**config.mk**
```make
export PLATFORM = sky130hd
export DESIGN_NAME = dram_arbiter
export DESIGN_NICKNAME = d
export VERILOG_FILES = /design/src/rtl/dram_arbiter_pkg.sv /design/src/rtl/arb_rr_pick.sv /design/src/rtl/dram_arbiter.sv
export SDC_FILE = /design/constraint.sdc
export NUM_CORES = 1
export LEC_CHECK = 0
export CAP_MARGIN = 30
export CELL_PAD_IN_SITES_DETAIL_PLACEMENT = 0
export CELL_PAD_IN_SITES_GLOBAL_PLACEMENT = 1
export CORE_UTILIZATION = 30
export CTS_BUF_LIST = sky130_fd_sc_hd__clkbuf_8 sky130_fd_sc_hd__clkbuf_16
export CTS_CLUSTER_DIAMETER = 40
export DETAILED_ROUTE_END_ITERATION = 7
export PLACE_DENSITY = 0.83
export SKIP_CTS_REPAIR_TIMING = 1
export SYNTH_ARGS = -nofsm -noshare
export SYNTH_HDL_FRONTEND = slang
export SYNTH_SLANG_ARGS = --single-unit
```
**constraint.sdc**
```tcl
create_clock -name clk -period 5.1 [get_ports clk]
set_input_delay 0.765 -clock clk [delete_from_list [all_inputs] [get_ports clk]]
set_output_delay 0.765 -clock clk [all_outputs]
set_load 0.005 [all_outputs]
```
**src/rtl/dram_arbiter_pkg.sv**
```systemverilog
// Shared encodings for the data_ram arbiter: FSM states, master IDs and bus constants.
package dram_arbiter_pkg;

  typedef enum logic [1:0] {
    ArbIdle   = 2'd0,
    ArbAccess = 2'd1,
    ArbResp   = 2'd2,
    ArbLocked = 2'd3
  } arb_state_e;

  localparam logic Master0 = 1'b0;
  localparam logic Master1 = 1'b1;

  localparam logic ChipEnable   = 1'b1;
  localparam logic ChipDisable  = 1'b0;
  localparam logic WriteEnable  = 1'b1;
  localparam logic WriteDisable = 1'b0;

  localparam int unsigned RegBus = 32;

endpackage

```
**src/rtl/arb_rr_pick.sv**
```systemverilog
// Two-way round-robin pick: on a tie the master that was not granted last wins.
module arb_rr_pick
  import dram_arbiter_pkg::*;
(
  input  logic req0,
  input  logic req1,
  input  logic last_gnt,
  output logic valid,
  output logic winner
);

  always_comb begin
    valid  = req0 | req1;
    winner = Master0;
    if (req0 && req1) begin
      winner = (last_gnt == Master0) ? Master1 : Master0;
    end else if (req1) begin
      winner = Master1;
    end
  end

endmodule

```
**src/rtl/dram_arbiter.sv**
```systemverilog
// Round-robin arbiter sharing data_ram between the CPU port (m0) and a bus master (m1).
// Define DRAM_ARB_LOCK_EN to add m0_lock_i/m1_lock_i for back-to-back locked bursts.
module dram_arbiter
  import dram_arbiter_pkg::*;
#(
  parameter int unsigned ADDR_W = 32,
  parameter int unsigned DATA_W = 32,
  parameter int unsigned SEL_W  = 4
) (
  input  logic              clk,
  input  logic              rst,
  input  logic              m0_req_i,
  input  logic              m0_we_i,
  input  logic [ADDR_W-1:0] m0_addr_i,
  input  logic [SEL_W-1:0]  m0_sel_i,
  input  logic [DATA_W-1:0] m0_data_i,
  output logic [DATA_W-1:0] m0_data_o,
  output logic              m0_ack_o,
  input  logic              m1_req_i,
  input  logic              m1_we_i,
  input  logic [ADDR_W-1:0] m1_addr_i,
  input  logic [SEL_W-1:0]  m1_sel_i,
  input  logic [DATA_W-1:0] m1_data_i,
  output logic [DATA_W-1:0] m1_data_o,
  output logic              m1_ack_o,
`ifdef DRAM_ARB_LOCK_EN
  input  logic              m0_lock_i,
  input  logic              m1_lock_i,
`endif
  output logic              ram_ce_o,
  output logic              ram_we_o,
  output logic [ADDR_W-1:0] ram_addr_o,
  output logic [SEL_W-1:0]  ram_sel_o,
  output logic [DATA_W-1:0] ram_data_o,
  input  logic [DATA_W-1:0] ram_data_i
);

  arb_state_e        state_q, state_d;
  logic              last_gnt_q, cur_q;
  logic              we_q;
  logic [ADDR_W-1:0] addr_q;
  logic [SEL_W-1:0]  sel_q;
  logic [DATA_W-1:0] data_q;
  logic [DATA_W-1:0] m0_rdata_q, m1_rdata_q;

  logic pick_valid, pick_winner;
  logic grant, gnt_id, upd_last;
  logic in_access, in_resp;

  arb_rr_pick u_pick (
    .req0     (m0_req_i),
    .req1     (m1_req_i),
    .last_gnt (last_gnt_q),
    .valid    (pick_valid),
    .winner   (pick_winner)
  );

`ifdef DRAM_ARB_LOCK_EN
  logic cur_req, cur_lock;
  assign cur_req  = (cur_q == Master1) ? m1_req_i  : m0_req_i;
  assign cur_lock = (cur_q == Master1) ? m1_lock_i : m0_lock_i;
`endif

  always_comb begin
    state_d  = state_q;
    grant    = 1'b0;
    gnt_id   = pick_winner;
    upd_last = 1'b0;
    unique case (state_q)
      ArbIdle: begin
        if (pick_valid) begin
          grant    = 1'b1;
          upd_last = 1'b1;
          state_d  = ArbAccess;
        end
      end
      ArbAccess: state_d = ArbResp;
      ArbResp: begin
        state_d = ArbIdle;
`ifdef DRAM_ARB_LOCK_EN
        if (cur_lock) state_d = ArbLocked;
`endif
      end
      ArbLocked: begin
        state_d = ArbIdle;
`ifdef DRAM_ARB_LOCK_EN
        // Locked re-grants bypass round-robin and leave last_gnt alone.
        gnt_id = cur_q;
        if (cur_req && cur_lock) begin
          grant   = 1'b1;
          state_d = ArbAccess;
        end
`endif
      end
      default: state_d = ArbIdle;
    endcase
  end

  always_ff @(posedge clk or posedge rst) begin
    if (rst) begin
      state_q    <= ArbIdle;
      last_gnt_q <= Master1;
      cur_q      <= Master0;
      we_q       <= 1'b0;
      addr_q     <= '0;
      sel_q      <= '0;
      data_q     <= '0;
      m0_rdata_q <= '0;
      m1_rdata_q <= '0;
    end else begin
      state_q <= state_d;
      if (grant) begin
        cur_q  <= gnt_id;
        we_q   <= (gnt_id == Master1) ? m1_we_i   : m0_we_i;
        addr_q <= (gnt_id == Master1) ? m1_addr_i : m0_addr_i;
        sel_q  <= (gnt_id == Master1) ? m1_sel_i  : m0_sel_i;
        data_q <= (gnt_id == Master1) ? m1_data_i : m0_data_i;
      end
      if (upd_last) last_gnt_q <= gnt_id;
      // Read data is captured on the edge that ends ACCESS.
      if (in_access && !we_q) begin
        if (cur_q == Master1) m1_rdata_q <= ram_data_i;
        else                  m0_rdata_q <= ram_data_i;
      end
    end
  end

  assign in_access = (state_q == ArbAccess);
  assign in_resp   = (state_q == ArbResp);

  assign ram_ce_o   = in_access ? ChipEnable : ChipDisable;
  assign ram_we_o   = in_access ? we_q : WriteDisable;
  assign ram_addr_o = in_access ? addr_q : '0;
  assign ram_sel_o  = in_access ? sel_q  : '0;
  assign ram_data_o = in_access ? data_q : '0;

  assign m0_ack_o  = in_resp && (cur_q == Master0);
  assign m1_ack_o  = in_resp && (cur_q == Master1);
  assign m0_data_o = m0_rdata_q;
  assign m1_data_o = m1_rdata_q;

endmodule

```
==> results of run 1 <==
## sequential cells by signal, summed over array words and instances (netlist names)
name        flops
cur_q           1
last_gnt_q      1
we_q            1
sel_q           4
m1_data_o      32
data_q         32
m0_data_o      32
state_q         2
addr_q         32
## cell usage in the layout, fill, tap and decap left out, types with 3 or more instances in the layout
| cell type | synthesis | final |
|---|---|---|
| clkdlybuf4s50_1 | 0 | 309 |
| bufinv_16 | 0 | 3 |
| mux2_2 | 24 | 24 |
| dfrtp_1 | 136 | 136 |
| and2_1 | 69 | 69 |
| inv_6 | 0 | 3 |
| mux2_4 | 138 | 138 |
| mux2_1 | 40 | 40 |
| buf_4 | 7 | 8 |
| clkbuf_16 | 0 | 17 |
| clkinvlp_4 | 0 | 5 |
## synthesized netlist by cell type
master    instances  area, sq um
inv_2             1         3.75
mux2_2           24          270
o21a_2            1         8.76
clkbuf_1          7         26.3
nor2_1            1         3.75
a21bo_1           1         10.0
buf_4             7         52.6
nor3_2            2         20.0
nand2b_1          1         6.26
nor3b_1           2         15.0
mux2_1           40          450
buf_2             7         35.0
o32ai_1           1         8.76
buf_6             1         11.3
buf_12            7          140
inv_1             3         11.3
and2_1           69          432
mux2_4          138         2070
a21oi_1           1         5.00
dfstp_2           1         26.3
a31oi_1           1         6.26
dfrtp_1         136         3400
## report_power, final
| group | leakage (nW) | internal (W) | switching (W) | total (W) |
|---|---|---|---|---|
| Clock | 0.286 | 0.000784 | 0.000481 | 0.00127 |
| Combinational | 2.87 | 0.00196 | 0.000920 | 0.00287 |
| Sequential | 1.62 | 0.00165 | 0.000309 | 0.00196 |
## critical path, stage by stage (launching register included)
cell and delay (ns):
dfrtp_1 0.40, nand2b_1 0.27, inv_2 0.39, buf_12 0.25, and2_1 0.17, clkdlybuf4s50_1 0.50
## final cells by class
cell class	instances	area, sq um	area share
tap	313	392	0.0357
timing repair buffer	318	3170	0.290
clock buffer	18	439	0.0401
sequential	137	3430	0.313
inverter	4	20.0	0.00183
clock inverter	14	171	0.0156
multi-input combinational	282	3330	0.304
## worst max path at each step
stage / startpoint / end / slack [ns] / cells past startpoint
2_1_floorplan: rst / addr_q[0] / 0.67 / 1
3_3_place_gp: m1_req_i / data_q[17] / 2.03 / 5
3_5_place_dp: m1_req_i / data_q[17] / 2.01 / 5
4_1_cts: state_q[1] / ram_data_o[18] / 1.87 / 5
6_report: state_q[1] / ram_addr_o[0] / 1.93 / 5
5_1_grt: state_q[1] / ram_data_o[25] / 1.76 / 5
## layer usage
metal	share of wire	track usage	routed length (microns)	vias up
met5	0	0	0	-
met4	0.015	0.0519	267	0
met3	0.075	0.0482	1290	17
met2	0.48	0.248	8350	189
met1	0.43	0.179	7390	2197
li1	-	-	-	2193
## kinds of logic after synthesis
group                  count (synthesis)  synth area share
AO/OA/AOI/OAI                          5           0.00553
buffers and inverters                 33            0.0399
flip-flops                           137             0.489
multiplexers                         202             0.398
AND/OR/NAND/NOR                       75            0.0679
## metrics by stage
| stage | utilization | instance area, sq um | worst slack, ns | hold WS, ns |
|---|---|---|---|---|
| floorplan | - | 7020 | 0.669 | 0.473 |
| global placement | 0.453 | 10300 | 2.03 | 0.466 |
| detailed placement | 0.454 | 10300 | 2.01 | 0.474 |
| CTS | 0.481 | 11000 | 1.87 | 0.488 |
| global route | 0.481 | 11000 | 1.76 | 0.496 |
| finish | 0.481 | 11000 | 1.93 | 0.482 |
==> results.txt, run 1 <==
Syn_nets -> 626
Diodes inserted -> 0
Seq cells post-synth -> 137
Worst Path Arrival -> 2.41 ns
Max-Cap Viols -> 0
Seq/Total Area, Yosys -> 0.489
Layout Area Growth over Synthesis -> 56.1%
First-pass GRT wire length -> 27400 microns
IO Pins -> 310
Setup crit end kind -> primary output
Fin crit period -> 3.17 ns
Worst-path clk slew -> 0.06 ns
Critical path startpoint category -> flop
Critical path type -> reg -> out
PD cells -> 557 mW/mm^2
Placed insts -> 1054
Initial antenna violation count -> 0
Synth warnings -> 0
Final Skew -> 0.0133 ns
CTS Buffer Depth -> 2
Final Hold Fails -> 0
Slew Limit Fails -> 0
Vias in the first global route -> 5000
Hold EP -> m1_data_o[18]
Synth Area per Inst -> 15.5 sq um
Die ar. -> 0.0240 sq mm
Actual slew at the worst max-slew pin -> 0.649 ns
Layout cells sized above 1 -> 0.272
Cell at the root of the clock tree -> clkbuf_16
FF-to-FF path depth -> 4
DRT Pass-1 Iters -> 3
Gp weighted congestion -> 0.732
Hold path cells -> 1
FMAX -> 315 MHz
# fillers -> 2047
Final net count -> 934
Netlist cell types -> 22
Worst hold start -> m1_data_o[18]
Fin crit share -> 0.623
H-tree depth -> 4
Mapped Area -> 0.00702 sq mm
Reg-to-reg slack, setup -> 2.85 ns
Num CTS Buffers -> 17
Relative slew slack -> 0.568
DPL Wire Length -> 12800 microns
Largest net degree at the start of global routing -> 53
Final std cells w/o fill -> 1086
RR Startpoint -> last_gnt_q
Hold WC Path Type -> reg -> reg
Leakage -> 4.77 nW
Setup violators final -> 0
Outcome -> complete, no violations
Via count -> 4596
Die Ht -> 155 microns
Core footprint -> 0.0228 sq mm
Number of port buffers -> 309
DR vias/cell -> 4.23
Initial DRC count -> 122
Sum Neg Setup Slack -> 0 ns
RSZ-0062 raised after global routing -> no
GRT Residual Overflow -> 0
TritonCTS clock tree -> built
# rows -> 55
CP required -> 4.34 ns
Post-synthesis cell count -> 452
Drt drc -> 0
GRT Util Overall -> 0.149
Clk sinks -> 137
Starting Density -> 0.308
Drt wl/cell -> 15.9 microns
Worst skew pair latency -> 0.41 ns
Power Total -> 0.00610 W
Final ANT Viol Nets -> 0
FF-to-FF End -> data_q[4]
Crit-path max FO -> 46
Peak supply drop -> 0.216 mV
Total wire length -> 17300 microns
Die Wd -> 155 microns
No activity file was read; power rests on OpenSTA's default activity.
==> run 2, diff against run 1 <==
--- a/config.mk
+++ b/config.mk
@@ -12,7 +12,7 @@
 export CTS_BUF_LIST = sky130_fd_sc_hd__clkbuf_8 sky130_fd_sc_hd__clkbuf_16
 export CTS_CLUSTER_DIAMETER = 40
 export DETAILED_ROUTE_END_ITERATION = 7
-export PLACE_DENSITY = 0.83
+export PLACE_DENSITY = 0.86
 export SKIP_CTS_REPAIR_TIMING = 1
 export SYNTH_ARGS = -nofsm -noshare
 export SYNTH_HDL_FRONTEND = slang
==> constraint.sdc (replaced) <==
create_clock -name clk -period 2.73 [get_ports clk]
set_input_delay 0.4095 -clock clk [delete_from_list [all_inputs] [get_ports clk]]
set_output_delay 0.4095 -clock clk [all_outputs]
set_load 0.005 [all_outputs]
==> run 2 against run 1 <==
Die area unchanged. Clock power up 64%. Global-route usage up 0.23 points. Cell area up 0.16%. Critical path type unchanged. Utilization up 0.077 points. Sequential share of layout area about the same. Critical path depth unchanged. Non-clock buffer count up 3. Clock skew down 0.0063 ns. Power up 83%. Via count up 1.3%.
==> results.txt, run 2 (synthesis results as in run 1) <==
Outcome -> complete, no violations
RR Startpoint -> last_gnt_q
Die Wd -> 155 microns
DRT Pass-1 Iters -> 4
Critical path destination -> ram_addr_o[29]
Starting Density -> 0.308
Num CTS Buffers -> 17
CP max stage cell -> clkdlybuf4s50_1
Die Ht -> 155 microns
GR Util met1 -> 0.182
Crit-path max FO -> 21
Leakage -> 4.77 nW
Final net count -> 937
Final std cells w/o fill -> 1087
Reg-to-reg slack, setup -> 0.86 ns
FMAX -> 390 MHz
Sum Neg Setup Slack -> 0 ns
DPL Wire Length -> 12700 microns
Worst-path cell chain -> nand2b_2 -> inv_2 -> buf_4 -> and2_1 -> clkdlybuf4s50_1
Core footprint -> 0.0228 sq mm
Setup crit end kind -> primary output
Total wire length -> 17400 microns
CTS Buffer Depth -> 2
Largest stage delay, worst path -> 0.55 ns
FF-to-FF End -> data_q[4]
PD cells -> 1020 mW/mm^2
Met2 usage -> 0.251
Diodes inserted -> 0
Via count -> 4657
Die ar. -> 0.0240 sq mm
# fillers -> 2069
Drt wl/cell -> 16.0 microns
Largest net degree at the start of global routing -> 62
Actual slew at the worst max-slew pin -> 0.482 ns
Layout Area Growth over Synthesis -> 56.4%
Max-Cap Viols -> 0
GRT Max-Usage Layer -> met2
Relative slew slack -> 0.678
Critical path origin -> state_q[1]
Hold WC Path Type -> in -> async
Dpl ws -> 0.409 ns
Critical path type -> reg -> out
Layout cells sized above 1 -> 0.274
Clk sinks -> 137
# rows -> 55
Worst-path clk slew -> 0.06 ns
IO Pins -> 310
Worst skew pair latency -> 0.41 ns
Drt drc -> 0
Critical path startpoint category -> flop
Gp weighted congestion -> 0.720
Met3 usage -> 0.0524
Vias in the first global route -> 5126
Setup violators final -> 0
Commonest non-fill, non-tap cell in the layout -> clkdlybuf4s50_1
Final ANT Viol Nets -> 0
FF-to-FF path depth -> 4
CP required -> 2.32 ns
GRT Residual Overflow -> 0
Peak supply drop -> 0.430 mV
H-tree depth -> 4
Commonest cells after routing, fill and taps aside -> 309 x clkdlybuf4s50_1, 138 x mux2_4, 136 x dfrtp_1
Initial antenna violation count -> 0
Final Skew -> 0.00700 ns
Initial DRC count -> 69
Worst Path Arrival -> 2.16 ns
Placed insts -> 1057
TritonCTS clock tree -> built
Cell at the root of the clock tree -> clkbuf_16
RSZ-0062 raised after global routing -> no
Slew Limit Fails -> 0
GRT Util Overall -> 0.151
First-pass GRT wire length -> 27800 microns
Worst setup margin -> 0.165 ns
Number of port buffers -> 309
Final Hold Fails -> 0
DR vias/cell -> 4.28
Fin crit share -> 0.940
Fin crit period -> 2.57 ns
==> run 2: changes by cell type in the layout (fill, tap and decap cells not counted), sizes merged <==
cell	change
inv	-1
clkinvlp	+2
clkbuf	+1
bufinv	-3
buf	+3
clkinv	-1
==> run 2: area by class of cell <==
class	instances	area, sq um	share of cell area
sequential	137	3430	0.312
multi-input combinational	282	3340	0.304
tap	313	392	0.0357
clock buffer	19	453	0.0413
inverter	4	18.8	0.00171
timing repair buffer	321	3270	0.298
clock inverter	11	76.3	0.00695
==> run 2: per-layer routing <==
layer	share of wire	wire length, microns	vias up
li1	-	-	2193
met1	0.42	7290	2252
met2	0.49	8440	197
met3	0.082	1430	15
met4	0.014	249	0
met5	0	0	-
==> run 2: power by group <==
part / leakage, nW / internal [W] / switching, W / total, W
clock network: 0.247 / 0.00120 / 0.000879 / 0.00208
logic: 2.91 / 0.00372 / 0.00174 / 0.00546
registers: 1.62 / 0.00309 / 0.000568 / 0.00366
total: 4.77 / 0.00801 / 0.00319 / 0.0112
==> run 2: worst min-delay path by stage <==
stage,to,depth (start not counted)
finish,m1_data_o[16],2
global route,m0_data_o[11],2
CTS,m0_data_o[10],2
detailed placement,m0_data_o[21],1
global placement,m1_data_o[19],1
floorplan,addr_q[30],1
==> run 2: critical path, delay by kind of cell (launching register included) <==
kind | cells | cell delay (ns)
buffers and inverters | 3 | 0.89
DFF | 1 | 0.43
and+or+nand+nor | 2 | 0.42
==> run 2: through the flow <==
step                      utilization  power [W]  hold slack (ns)  instance area [sq um]
after floorplan                     -    0.00655            0.473                   7020
after global placement          0.459    0.00914            0.467                  10400
after detailed placement        0.459    0.00922            0.474                  10400
after CTS                       0.482     0.0114            0.377                  11000
after global routing            0.482     0.0119            0.395                  11000
final                           0.482     0.0112            0.384                  11000
